File: src/rtl/riscv_v_lmul_sequencer_if.sv
// -----------------------------------------------------------------------------
// riscv_v_lmul_sequencer_if
//   Bundles every non-clock signal of the LMUL sequencer: the instruction
//   handshake from vector issue, the uop handshake towards decode-element,
//   and the flush/busy/done side-band.
//   Modports:
//     master : the environment (issue side drives instr_*, consumer drives
//              uop_ready, pipeline control drives flush)
//     slave  : the sequencer itself
//   Parameter VLEN_BYTES sets the vl/vstart widths:
//     VL_W  = $clog2(VLEN_BYTES*8)+1   (instruction vl/vstart)
//     EVL_W = $clog2(VLEN_BYTES)+1     (per-uop vl/vstart)
// -----------------------------------------------------------------------------
interface riscv_v_lmul_sequencer_if #(
  parameter int VLEN_BYTES = 16
);
  localparam int VL_W  = $clog2(VLEN_BYTES*8) + 1;
  localparam int EVL_W = $clog2(VLEN_BYTES) + 1;

  // instruction side
  logic             instr_valid;
  logic             instr_ready;
  logic [4:0]       instr_vd;
  logic [4:0]       instr_vs1;
  logic [4:0]       instr_vs2;
  logic [2:0]       vtype_vsew;
  logic [2:0]       vtype_vlmul;
  logic [VL_W-1:0]  vl;
  logic [VL_W-1:0]  vstart;
  logic             flush;

  // uop side
  logic             uop_valid;
  logic             uop_ready;
  logic [4:0]       uop_vd;
  logic [4:0]       uop_vs1;
  logic [4:0]       uop_vs2;
  logic [EVL_W-1:0] uop_vl;
  logic [EVL_W-1:0] uop_vstart;
  logic             uop_first;
  logic             uop_last;

  // status
  logic             busy;
  logic             instr_done;
  logic             vstart_clr;

  modport master (
    output instr_valid, instr_vd, instr_vs1, instr_vs2, vtype_vsew, vtype_vlmul,
           vl, vstart, flush, uop_ready,
    input  instr_ready, uop_valid, uop_vd, uop_vs1, uop_vs2, uop_vl, uop_vstart,
           uop_first, uop_last, busy, instr_done, vstart_clr
  );

  modport slave (
    input  instr_valid, instr_vd, instr_vs1, instr_vs2, vtype_vsew, vtype_vlmul,
           vl, vstart, flush, uop_ready,
    output instr_ready, uop_valid, uop_vd, uop_vs1, uop_vs2, uop_vl, uop_vstart,
           uop_first, uop_last, busy, instr_done, vstart_clr
  );
endinterface

File: src/rtl/riscv_v_lmul_sequencer.sv
// -----------------------------------------------------------------------------
// riscv_v_lmul_sequencer
//   Splits one accepted vector instruction into one micro-op per register of
//   its LMUL group, giving each uop a register-local vl/vstart so the element
//   stage only ever sees a single-register slice. One instruction in flight.
//
//   Ports:
//     clk    : clock
//     rst_n  : asynchronous active-low reset
//     bus    : riscv_v_lmul_sequencer_if.slave
//              instr_valid/instr_ready + instr_vd/vs1/vs2, vtype_vsew,
//              vtype_vlmul, vl, vstart  (accepted in IDLE only)
//              uop_valid/uop_ready + uop_vd/vs1/vs2, uop_vl, uop_vstart,
//              uop_first, uop_last
//              flush (sync abort), busy, instr_done, vstart_clr
//
//   Parameters: VLEN_BYTES (bytes per register), MAX_LMUL (max group size).
//
//   Optional feature, macro RISCV_V_SEQ_SKIP_EN:
//     defined   - uops whose uop_vstart >= uop_vl are never presented; the
//                 next qualifying register is found combinationally, so a
//                 skip costs no cycle. First/last mark the issued uops.
//     undefined - every register of the group is issued; inactive elements
//                 are masked downstream.
// -----------------------------------------------------------------------------
module riscv_v_lmul_sequencer #(
  parameter int VLEN_BYTES = 16,
  parameter int MAX_LMUL   = 8
) (
  input  logic                           clk,
  input  logic                           rst_n,
  riscv_v_lmul_sequencer_if.slave        bus
);
  localparam int VL_W  = $clog2(VLEN_BYTES*8) + 1;
  localparam int EVL_W = $clog2(VLEN_BYTES) + 1;
  localparam int K_W   = $clog2(MAX_LMUL);
  localparam int N_W   = K_W + 1;            // holds 0..MAX_LMUL
  localparam int B_W   = VL_W + 1;           // element base k*EPR plus headroom

  typedef enum logic [1:0] {
    ST_IDLE  = 2'd0,
    ST_ISSUE = 2'd1,
    ST_DONE  = 2'd2
  } state_t;

  // Active elements of register kk within [0, total): clamp(total - kk*epr, 0, epr).
  function automatic logic [EVL_W-1:0] slice(input logic [VL_W-1:0]  total,
                                             input int               kk,
                                             input logic [EVL_W-1:0] epr);
    logic [B_W-1:0] base;
    logic [B_W-1:0] rem;
    base = B_W'(kk) * B_W'(epr);
    rem  = ({1'b0, total} > base) ? ({1'b0, total} - base) : '0;
    return (rem > B_W'(epr)) ? epr : rem[EVL_W-1:0];
  endfunction

  // Registered state and captured instruction
  state_t           r_state;
  logic [4:0]       r_vd;
  logic [4:0]       r_vs1;
  logic [4:0]       r_vs2;
  logic [2:0]       r_vsew;
  logic [VL_W-1:0]  r_vl;
  logic [VL_W-1:0]  r_vstart;
  logic [N_W-1:0]   r_num_uops;
  logic [K_W-1:0]   r_k;

  // Registered outputs
  logic             r_instr_ready;
  logic             r_busy;
  logic             r_uop_valid;
  logic [4:0]       r_uop_vd;
  logic [4:0]       r_uop_vs1;
  logic [4:0]       r_uop_vs2;
  logic [EVL_W-1:0] r_uop_vl;
  logic [EVL_W-1:0] r_uop_vstart;
  logic             r_uop_first;
  logic             r_uop_last;
  logic             r_instr_done;
  logic             r_vstart_clr;

  // Next-uop selection
  logic             w_idle;
  logic [N_W-1:0]   w_in_num;
  logic [N_W-1:0]   w_src_num;
  logic [2:0]       w_src_vsew;
  logic [VL_W-1:0]  w_src_vl;
  logic [VL_W-1:0]  w_src_vstart;
  logic [4:0]       w_src_vd;
  logic [4:0]       w_src_vs1;
  logic [4:0]       w_src_vs2;
  logic [EVL_W-1:0] w_epr;
  logic [N_W-1:0]   w_start;
  logic             w_qual  [MAX_LMUL];
  logic [EVL_W-1:0] w_k_vl  [MAX_LMUL];
  logic [EVL_W-1:0] w_k_vs  [MAX_LMUL];
  logic             w_found;
  logic [K_W-1:0]   w_sel_k;
  logic             w_sel_last;
  logic [EVL_W-1:0] w_sel_vl;
  logic [EVL_W-1:0] w_sel_vs;
  logic [4:0]       w_sel_vd;
  logic [4:0]       w_sel_vs1;
  logic [4:0]       w_sel_vs2;
  logic             w_uop_hs;

  // The same selection logic serves both the first uop (straight from the
  // instruction inputs while IDLE) and every following uop (from the captured
  // copy), which is what makes back-to-back uops bubble-free.
  always_comb begin
    // NOTE: every combinational output gets a default before any branch or
    // loop so no path leaves it unassigned and no latch is inferred.
    w_idle       = (r_state == ST_IDLE);
    w_in_num     = (bus.vtype_vlmul < 3'd4) ? (N_W'(1) << bus.vtype_vlmul[1:0]) : N_W'(1);
    if (w_in_num > N_W'(MAX_LMUL)) w_in_num = N_W'(MAX_LMUL);
    w_src_num    = w_idle ? w_in_num         : r_num_uops;
    w_src_vsew   = w_idle ? bus.vtype_vsew   : r_vsew;
    w_src_vl     = w_idle ? bus.vl           : r_vl;
    w_src_vstart = w_idle ? bus.vstart       : r_vstart;
    w_src_vd     = w_idle ? bus.instr_vd     : r_vd;
    w_src_vs1    = w_idle ? bus.instr_vs1    : r_vs1;
    w_src_vs2    = w_idle ? bus.instr_vs2    : r_vs2;
    w_epr        = EVL_W'(VLEN_BYTES >> w_src_vsew);
    w_start      = w_idle ? '0 : ({1'b0, r_k} + N_W'(1));

    for (int kk = 0; kk < MAX_LMUL; kk++) begin
      w_k_vl[kk] = slice(w_src_vl, kk, w_epr);
      w_k_vs[kk] = slice(w_src_vstart, kk, w_epr);
`ifdef RISCV_V_SEQ_SKIP_EN
      w_qual[kk] = (N_W'(kk) < w_src_num) && (w_k_vs[kk] < w_k_vl[kk]);
`else
      w_qual[kk] = (N_W'(kk) < w_src_num);
`endif
    end

    // Lowest qualifying register at or after the start point.
    w_found = 1'b0;
    w_sel_k = '0;
    for (int kk = MAX_LMUL - 1; kk >= 0; kk--) begin
      if (w_qual[kk] && (N_W'(kk) >= w_start)) begin
        w_found = 1'b1;
        w_sel_k = K_W'(kk);
      end
    end

    // Last if nothing qualifies beyond the selected register.
    w_sel_last = 1'b1;
    for (int kk = 0; kk < MAX_LMUL; kk++) begin
      if (w_qual[kk] && (N_W'(kk) > {1'b0, w_sel_k})) w_sel_last = 1'b0;
    end

    w_sel_vl  = w_k_vl[w_sel_k];
    w_sel_vs  = w_k_vs[w_sel_k];
    // Register indices wrap modulo 32 by the 5-bit add.
    w_sel_vd  = w_src_vd  + 5'(w_sel_k);
    w_sel_vs1 = w_src_vs1 + 5'(w_sel_k);
    w_sel_vs2 = w_src_vs2 + 5'(w_sel_k);
    w_uop_hs  = r_uop_valid & bus.uop_ready;
  end

  // NOTE: sequential state uses non-blocking assignments so every register
  // samples values from before the edge, independent of statement order.
  always_ff @(posedge clk or negedge rst_n) begin
    if (!rst_n) begin
      r_state       <= ST_IDLE;
      r_vd          <= '0;
      r_vs1         <= '0;
      r_vs2         <= '0;
      r_vsew        <= '0;
      r_vl          <= '0;
      r_vstart      <= '0;
      r_num_uops    <= '0;
      r_k           <= '0;
      r_instr_ready <= 1'b1;
      r_busy        <= 1'b0;
      r_uop_valid   <= 1'b0;
      r_uop_vd      <= '0;
      r_uop_vs1     <= '0;
      r_uop_vs2     <= '0;
      r_uop_vl      <= '0;
      r_uop_vstart  <= '0;
      r_uop_first   <= 1'b0;
      r_uop_last    <= 1'b0;
      r_instr_done  <= 1'b0;
      r_vstart_clr  <= 1'b0;
    end else begin
      r_instr_done <= 1'b0;
      r_vstart_clr <= 1'b0;

      if (bus.flush) begin
        // Abort wins over everything, including an offered instruction.
        r_state       <= ST_IDLE;
        r_instr_ready <= 1'b1;
        r_busy        <= 1'b0;
        r_uop_valid   <= 1'b0;
        r_uop_first   <= 1'b0;
        r_uop_last    <= 1'b0;
      end else begin
        unique case (r_state)
          ST_IDLE: begin
            if (bus.instr_valid) begin
              r_state       <= ST_ISSUE;
              r_instr_ready <= 1'b0;
              r_busy        <= 1'b1;
              r_vd          <= bus.instr_vd;
              r_vs1         <= bus.instr_vs1;
              r_vs2         <= bus.instr_vs2;
              r_vsew        <= bus.vtype_vsew;
              r_vl          <= bus.vl;
              r_vstart      <= bus.vstart;
              r_num_uops    <= w_in_num;
              r_k           <= w_sel_k;
              // With skipping enabled nothing may qualify; ISSUE then falls
              // straight through to DONE without ever raising uop_valid.
              r_uop_valid   <= w_found;
              r_uop_first   <= w_found;
              r_uop_last    <= w_sel_last;
              r_uop_vd      <= w_sel_vd;
              r_uop_vs1     <= w_sel_vs1;
              r_uop_vs2     <= w_sel_vs2;
              r_uop_vl      <= w_sel_vl;
              r_uop_vstart  <= w_sel_vs;
            end
          end

          ST_ISSUE: begin
            if (!r_uop_valid || (w_uop_hs && r_uop_last)) begin
              r_state      <= ST_DONE;
              r_uop_valid  <= 1'b0;
              r_uop_first  <= 1'b0;
              r_uop_last   <= 1'b0;
              r_instr_done <= 1'b1;
              r_vstart_clr <= 1'b1;
            end else if (w_uop_hs) begin
              // A non-last uop guarantees a further qualifying register.
              r_k          <= w_sel_k;
              r_uop_first  <= 1'b0;
              r_uop_last   <= w_sel_last;
              r_uop_vd     <= w_sel_vd;
              r_uop_vs1    <= w_sel_vs1;
              r_uop_vs2    <= w_sel_vs2;
              r_uop_vl     <= w_sel_vl;
              r_uop_vstart <= w_sel_vs;
            end
          end

          ST_DONE: begin
            r_state       <= ST_IDLE;
            r_instr_ready <= 1'b1;
            r_busy        <= 1'b0;
          end

          default: begin
            r_state       <= ST_IDLE;
            r_instr_ready <= 1'b1;
            r_busy        <= 1'b0;
            r_uop_valid   <= 1'b0;
          end
        endcase
      end
    end
  end

  assign bus.instr_ready = r_instr_ready;
  assign bus.busy        = r_busy;
  assign bus.uop_valid   = r_uop_valid;
  assign bus.uop_vd      = r_uop_vd;
  assign bus.uop_vs1     = r_uop_vs1;
  assign bus.uop_vs2     = r_uop_vs2;
  assign bus.uop_vl      = r_uop_vl;
  assign bus.uop_vstart  = r_uop_vstart;
  assign bus.uop_first   = r_uop_first;
  assign bus.uop_last    = r_uop_last;
  assign bus.instr_done  = r_instr_done;
  assign bus.vstart_clr  = r_vstart_clr;
endmodule

File: src/flat_wrapper.sv
// flat-port wrapper written by rule: the top's interface ports become plain ports
module riscv_v_lmul_sequencer_flat 
#(
  parameter int VLEN_BYTES = 16,
  parameter int MAX_LMUL   = 8
)
  (clk, rst_n, bus_instr_valid, bus_instr_vd, bus_instr_vs1, bus_instr_vs2, bus_vtype_vsew, bus_vtype_vlmul, bus_vl, bus_vstart, bus_flush, bus_uop_ready, bus_instr_ready, bus_uop_valid, bus_uop_vd, bus_uop_vs1, bus_uop_vs2, bus_uop_vl, bus_uop_vstart, bus_uop_first, bus_uop_last, bus_busy, bus_instr_done, bus_vstart_clr);
  riscv_v_lmul_sequencer_if #(.VLEN_BYTES(VLEN_BYTES)) bus_i ();
  input  logic clk;
  input  logic rst_n;
  input wire logic [$bits(bus_i.instr_valid)-1:0] bus_instr_valid;
  input wire logic [$bits(bus_i.instr_vd)-1:0] bus_instr_vd;
  input wire logic [$bits(bus_i.instr_vs1)-1:0] bus_instr_vs1;
  input wire logic [$bits(bus_i.instr_vs2)-1:0] bus_instr_vs2;
  input wire logic [$bits(bus_i.vtype_vsew)-1:0] bus_vtype_vsew;
  input wire logic [$bits(bus_i.vtype_vlmul)-1:0] bus_vtype_vlmul;
  input wire logic [$bits(bus_i.vl)-1:0] bus_vl;
  input wire logic [$bits(bus_i.vstart)-1:0] bus_vstart;
  input wire logic [$bits(bus_i.flush)-1:0] bus_flush;
  input wire logic [$bits(bus_i.uop_ready)-1:0] bus_uop_ready;
  output wire logic [$bits(bus_i.instr_ready)-1:0] bus_instr_ready;
  output wire logic [$bits(bus_i.uop_valid)-1:0] bus_uop_valid;
  output wire logic [$bits(bus_i.uop_vd)-1:0] bus_uop_vd;
  output wire logic [$bits(bus_i.uop_vs1)-1:0] bus_uop_vs1;
  output wire logic [$bits(bus_i.uop_vs2)-1:0] bus_uop_vs2;
  output wire logic [$bits(bus_i.uop_vl)-1:0] bus_uop_vl;
  output wire logic [$bits(bus_i.uop_vstart)-1:0] bus_uop_vstart;
  output wire logic [$bits(bus_i.uop_first)-1:0] bus_uop_first;
  output wire logic [$bits(bus_i.uop_last)-1:0] bus_uop_last;
  output wire logic [$bits(bus_i.busy)-1:0] bus_busy;
  output wire logic [$bits(bus_i.instr_done)-1:0] bus_instr_done;
  output wire logic [$bits(bus_i.vstart_clr)-1:0] bus_vstart_clr;
  assign bus_i.instr_valid = bus_instr_valid;
  assign bus_i.instr_vd = bus_instr_vd;
  assign bus_i.instr_vs1 = bus_instr_vs1;
  assign bus_i.instr_vs2 = bus_instr_vs2;
  assign bus_i.vtype_vsew = bus_vtype_vsew;
  assign bus_i.vtype_vlmul = bus_vtype_vlmul;
  assign bus_i.vl = bus_vl;
  assign bus_i.vstart = bus_vstart;
  assign bus_i.flush = bus_flush;
  assign bus_i.uop_ready = bus_uop_ready;
  assign bus_instr_ready = bus_i.instr_ready;
  assign bus_uop_valid = bus_i.uop_valid;
  assign bus_uop_vd = bus_i.uop_vd;
  assign bus_uop_vs1 = bus_i.uop_vs1;
  assign bus_uop_vs2 = bus_i.uop_vs2;
  assign bus_uop_vl = bus_i.uop_vl;
  assign bus_uop_vstart = bus_i.uop_vstart;
  assign bus_uop_first = bus_i.uop_first;
  assign bus_uop_last = bus_i.uop_last;
  assign bus_busy = bus_i.busy;
  assign bus_instr_done = bus_i.instr_done;
  assign bus_vstart_clr = bus_i.vstart_clr;
  riscv_v_lmul_sequencer #(.VLEN_BYTES(VLEN_BYTES), .MAX_LMUL(MAX_LMUL)) u_core (.clk(clk), .rst_n(rst_n), .bus(bus_i));
endmodule
File: config.mk
export PLATFORM = sky130hd
export DESIGN_NAME = riscv_v_lmul_sequencer_flat
export DESIGN_NICKNAME = d
export VERILOG_FILES = /design/src/rtl/riscv_v_lmul_sequencer_if.sv /design/src/rtl/riscv_v_lmul_sequencer.sv /design/src/flat_wrapper.sv
export SDC_FILE = /design/constraint.sdc
export NUM_CORES = 1
export LEC_CHECK = 0
export ABC_AREA = 1
export ABC_CLOCK_PERIOD_IN_PS = 6750
export CORE_UTILIZATION = 63
export CTS_BUF_LIST = sky130_fd_sc_hd__clkbuf_8 sky130_fd_sc_hd__clkbuf_16
export CTS_CLUSTER_SIZE = 12
export DETAILED_ROUTE_END_ITERATION = 6
export PLACE_DENSITY = 0.92
export SLEW_MARGIN = 10
export SYNTH_ARGS = -nofsm -noshare
export SYNTH_HDL_FRONTEND = slang
export SYNTH_SLANG_ARGS = --single-unit
File: constraint.sdc
create_clock -name clk -period 6.75 [get_ports clk]
set_input_delay 2.025 -clock clk [delete_from_list [all_inputs] [get_ports clk]]
set_output_delay 2.025 -clock clk [all_outputs]
set_load 0.005 [all_outputs]
==> flow_metrics.env, run 1 <==
export IMPL_clock_root_buffer="clkbuf_16"
export IMPL_ys_seq_area_frac=0.149
export IMPL_synth_adder_area_share=0.192
export IMPL_clockBufferDepth=2
export IMPL_synth_edf_count=0
export IMPL_status="aborted with a tool error"
export IMPL_initial_utilization=0.642
export IMPL_h_tree_depth=3
export IMPL_grt_overflow=4
export IMPL_port_buffers=73
export IMPL_synth_seq_cells=74
export IMPL_cts_made_buffers=9
export IMPL_dp_cells=2540
export IMPL_gp_congestion=1.07
export IMPL_die_w_um=143
export IMPL_die_h_um=143
export IMPL_cts_hold_buffers=0
export IMPL_synth_distinct_cells=53
export IMPL_avgSynthCellArea_sq_um=6.19
export IMPL_error="[ERROR GRT-0232] Routing congestion too high. Check the congestion heatmap in the GUI."
export IMPL_synth_mux_area_frac=0.00241
export IMPL_async_flop_share=1.00
export IMPL_grt_max_degree=75
export IMPL_rows=51
export IMPL_yosysWarningCount=0
export IMPL_ios=74
export IMPL_worst_endpoint_kind="sequential cell input"
export IMPL_synth_simple_area_share=0.363
export IMPL_lastStage="5_1_grt"
export IMPL_synth_compound_area_frac=0.161
export IMPL_synth_area_sq_mm=0.0125
export IMPL_clock_sinks=74
export IMPL_dpl_hpwl_um=35500
export IMPL_synth_ff_type="dfrtp_1"
export IMPL_synth_top_family_by_area="simple AND/OR/NAND/NOR gates"
export IMPL_syn_inst=2011
export IMPL_grt_use_total=0.740
export IMPL_synthXorXnorAreaFrac=0.0352
export IMPL_grt_worst_endpoint="u_core.bus.uop_vstart[1]$_DFFE_PN0P_/D"
## layer usage
metal  GRT usage  GRT overflow
met1       0.739             0
met3       0.613             0
met5       0.346             0
met4       0.718             1
met2       0.891             3
## timing repair
action / 4_1_cts
pin swaps: 19
endpoints found under the setup margin: 10
resized for setup: 22
setup buffers: 6
## cells in the mapped netlist, types with 7 or more instances
library cell	count	area, sq um
o21ai_2	8	70.1
dfrtp_1	73	1830
xnor2_1	23	201
a211oi_1	11	82.6
o21a_1	7	52.6
nand2_2	24	150
o21ai_0	144	721
a31oi_1	7	43.8
o21ai_1	20	100
nor3_1	17	85.1
buf_2	10	50.1
ha_1	164	2050
a21o_1	7	52.6
o21bai_1	8	60.1
clkbuf_1	20	75.1
inv_2	14	52.6
xor2_1	27	236
nand3_1	199	996
o211ai_1	10	75.1
fa_1	17	340
nand2_1	575	2160
nand4_1	28	175
a21oi_1	112	561
inv_1	250	938
nor2_1	164	616
## kinds of logic after synthesis
kind of cell | Yosys count
AND/OR/NAND/NOR | 1044
buffers and inverters | 307
XOR/XNOR | 50
other | 1
multiplexers | 3
adder cells (fa/ha/maj) | 181
AO/OA/AOI/OAI | 351
flip-flops | 74
## stage by stage
| step | util | setup slack, ns | setup TNS [ns] | area [sq um] | hold slack (ns) |
|---|---|---|---|---|---|
| global placement | 0.778 | -0.319 | -2.65 | 15100 | 0.453 |
| floorplan | - | 0.0150 | 0 | 12500 | 0.441 |
| CTS | 0.802 | 0.000238 | 0 | 15600 | 0.488 |
| detailed placement | 0.778 | -0.596 | -5.30 | 15100 | 0.469 |
==> run 2, diff against run 1 <==
Settings changed: CORE_UTILIZATION 63 to 40, CTS_BUF_LIST sky130_fd_sc_hd__clkbuf_8 sky130_fd_sc_hd__clkbuf_16 to not set, CTS_CLUSTER_SIZE 12 to not set, PLACE_DENSITY 0.92 to not set, PLACE_DENSITY_LB_ADDON set to 0.15.
==> run 2 against run 1 <==
  * Synthesized area unchanged
  * Synthesized cell count is the same
  * The run now ends clean
==> flow_metrics.env, run 2 <==
export IMPL_slew_headroom=0.325
export IMPL_nets=2599
export IMPL_die_w_um=178
export IMPL_final_common_cell="nand2_1"
export IMPL_initial_utilization=0.407
export IMPL_gp_congestion=0.945
export IMPL_vdd_ir_drop_max_uv=265
export IMPL_routed_wl_um=47100
export IMPL_critical_path_class="primary input to flip-flop"
export IMPL_crit_fanout=5
export IMPL_min_period_over_period=0.952
export IMPL_hold_viol_final=0
export IMPL_grt_pass1_wl_um=74400
export IMPL_rows=64
export IMPL_drc=0
export IMPL_crit_family="compound AO/OA/AOI/OAI gates"
export IMPL_cts_tree="yes"
export IMPL_dpl_hpwl_um=37400
export IMPL_insertion_delay_ns=0.36
export IMPL_finalSetupTns_ns=0
export IMPL_synth_top_cell_by_area="nand2_1"
export IMPL_core_sq_mm=0.0306
export IMPL_holdCritPathClass="flip-flop to flip-flop"
export IMPL_top_regs="u_core.r_vl (8), u_core.r_vstart (8)"
export IMPL_grt_antenna_before_repair=0
export IMPL_fillers=3095
export IMPL_max_cap_violations=0
export IMPL_crit_slowest_cell="fa_1"
export IMPL_synth_ff_type="dfrtp_1"
export IMPL_power_density_mw_per_mm2=409
export IMPL_timing_critical_path_mode_cell="nand2_1"
export IMPL_avgSynthCellArea_sq_um=6.19
export IMPL_yosysMostFrequentCell="nand2_1"
export IMPL_clockBufferDepth=2
export IMPL_synthTopCellsByArea="nand2_1 (17%), ha_1 (16%), dfrtp_1 (15%)"
export IMPL_crit_path_start="bus_vtype_vsew[2]"
export IMPL_clock_skew_ns=0.00706
export IMPL_ios=74
export IMPL_h_tree_depth=3
export IMPL_critPathCaptureType="flip-flop"
export IMPL_grt_overflow=0
export IMPL_layout_drive_gt1_share=0.204
export IMPL_cts_made_buffers=9
export IMPL_post_drt_wl_per_cell_um=17.0
export IMPL_cp_slowest_stage_delay_ns=0.57
export IMPL_required_ns=6.99
export IMPL_via_per_inst=5.25
export IMPL_start_kind="primary input"
export IMPL_area_delta_synth_final_pct=33.5
export IMPL_syn_inst=2011
export IMPL_whs_ns=0.472
export IMPL_synth_seq_cells=74
export IMPL_clock_sinks=74
export IMPL_setup_viol=0
export IMPL_arrival_ns=6.67
export IMPL_slew_violations=0
export IMPL_port_buffers=73
export IMPL_dr_first_iter_drc_count=1107
export IMPL_synth_distinct_cells=53
export IMPL_dp_cells=2748
export IMPL_clock_root_buffer="clkbuf_16"
export IMPL_layout_common_cells="nand2_1 (559), buf_4 (315), inv_1 (243)"
export IMPL_critPathBufInv=7
export IMPL_first_pass_iters=5
export IMPL_vias=14600
export IMPL_rr_startpoint="u_core.r_state[0]$_DFFE_PN0P_"
export IMPL_synth_area_sq_mm=0.0125
export IMPL_synth_edf_count=0
export IMPL_die_h_um=178
export IMPL_period_needed_ns=6.42
export IMPL_grt_pass1_vias=14100
export IMPL_yosys_top_cells_count="nand2_1 (575), inv_1 (250), nand3_1 (199)"
export IMPL_tightest_slew_ns=1.01
export IMPL_design_power_total_mw=6.80
export IMPL_power_leakage_nw=8.85
export IMPL_fin_cells=2777
export IMPL_yosysWarningCount=0
export IMPL_dieArea_sq_mm=0.0318
export IMPL_diodes=0
export IMPL_hp_start="u_core.r_vs1[3]$_DFFE_PN0P_"
export IMPL_grt_max_degree=75
export IMPL_timing_fmax_ghz=0.156
export IMPL_grt_use_total=0.303
export IMPL_path_clk_slew_ns=0.07
export IMPL_async_flop_share=1.00
export IMPL_ys_seq_area_frac=0.149
export IMPL_ant_nets=0
export IMPL_status="finished clean"
export IMPL_synth_top_area_frac=0.173
==> run 2: cell counts after synthesis <==
No cell type changed its count.
==> run 2: final timing paths <==
check | end | slack, ns | cells after the start
setup / recovery | u_core.bus.uop_vl[4]$_DFFE_PN0P_ | 0.33 | 31
hold / removal | u_core.r_vs1[3]$_DFFE_PN0P_ | 0.47 | 2
setup reg to reg | u_core.bus.uop_vl[4]$_DFFE_PN0P_ | 1.04 | 31
hold reg to reg | u_core.r_vs1[3]$_DFFE_PN0P_ | 0.47 | 2
max in group asynchronous | u_core.r_vl[0]$_DFFE_PN0P_ | 4.25 | 1
min in group asynchronous | u_core.r_vs2[4]$_DFFE_PN0P_ | 1.83 | 1
==> run 2: final cells by class <==
cell class | count | area, sq um | area share
Sequential cell | 74 | 1850 | 0.111
Clock buffer | 10 | 239 | 0.0144
Multi-Input combinational cell | 1633 | 9760 | 0.587
Inverter | 266 | 1000 | 0.0604
Timing Repair Buffer | 392 | 3160 | 0.190
Tap cell | 396 | 495 | 0.0298
Clock inverter | 6 | 119 | 0.00715
==> run 2: stage by stage <==
step	area [sq um]	utilization	worst slack (ns)
CTS	16300	0.532	0.00929
global placement	15800	0.518	-0.408
global route	16600	0.544	-0.0382
detailed placement	15800	0.518	-0.459
finish	16600	0.544	0.326
floorplan	12500	-	0.0150
==> run 2: worst register-to-register path, delay by kind of cell (launching register included) <==
kind            cells  cell delay, ns
compound gates     10            1.43
simple gates       12            1.55
fa+ha+maj           3            1.16
buf+inv             6            1.03
flops               1            0.45
==> run 2: per-layer routing <==
layer | wire, um | track usage | share of wire
met1 | 21800 | 0.413 | 0.46
met2 | 21300 | 0.496 | 0.45
met3 | 2810 | 0.0350 | 0.060
met4 | 1240 | 0.0953 | 0.026
met5 | 0 | 0 | 0
==> run 2: cell families after synthesis <==
logic type | synth area share
muxes | 0.00241
adders and majority gates | 0.192
buffers and inverters | 0.0977
DFF | 0.149
xor gates and xnor gates | 0.0352
and+or+nand+nor | 0.363
other | 0.000301
AOI/OAI and AO/OA | 0.161
==> run 2: where the power goes <==
group	internal [mW]	switching [mW]
registers	0.573	0.0889
clock network	0.377	0.220
logic	2.41	3.13
total	3.36	3.44
==> run 2: timing repair <==
action / 4_1_cts / 5_1_grt
buffers inserted: 0 / 12
setup endpoints to repair: 10 / 10
hold endpoints to repair: 0 / 0
gates cloned: 0 / 1
hold buffers: 0 / 0
pin swaps: 0 / 39
resized for setup: 13 / 66
No activity file was read; power rests on OpenSTA's default activity.
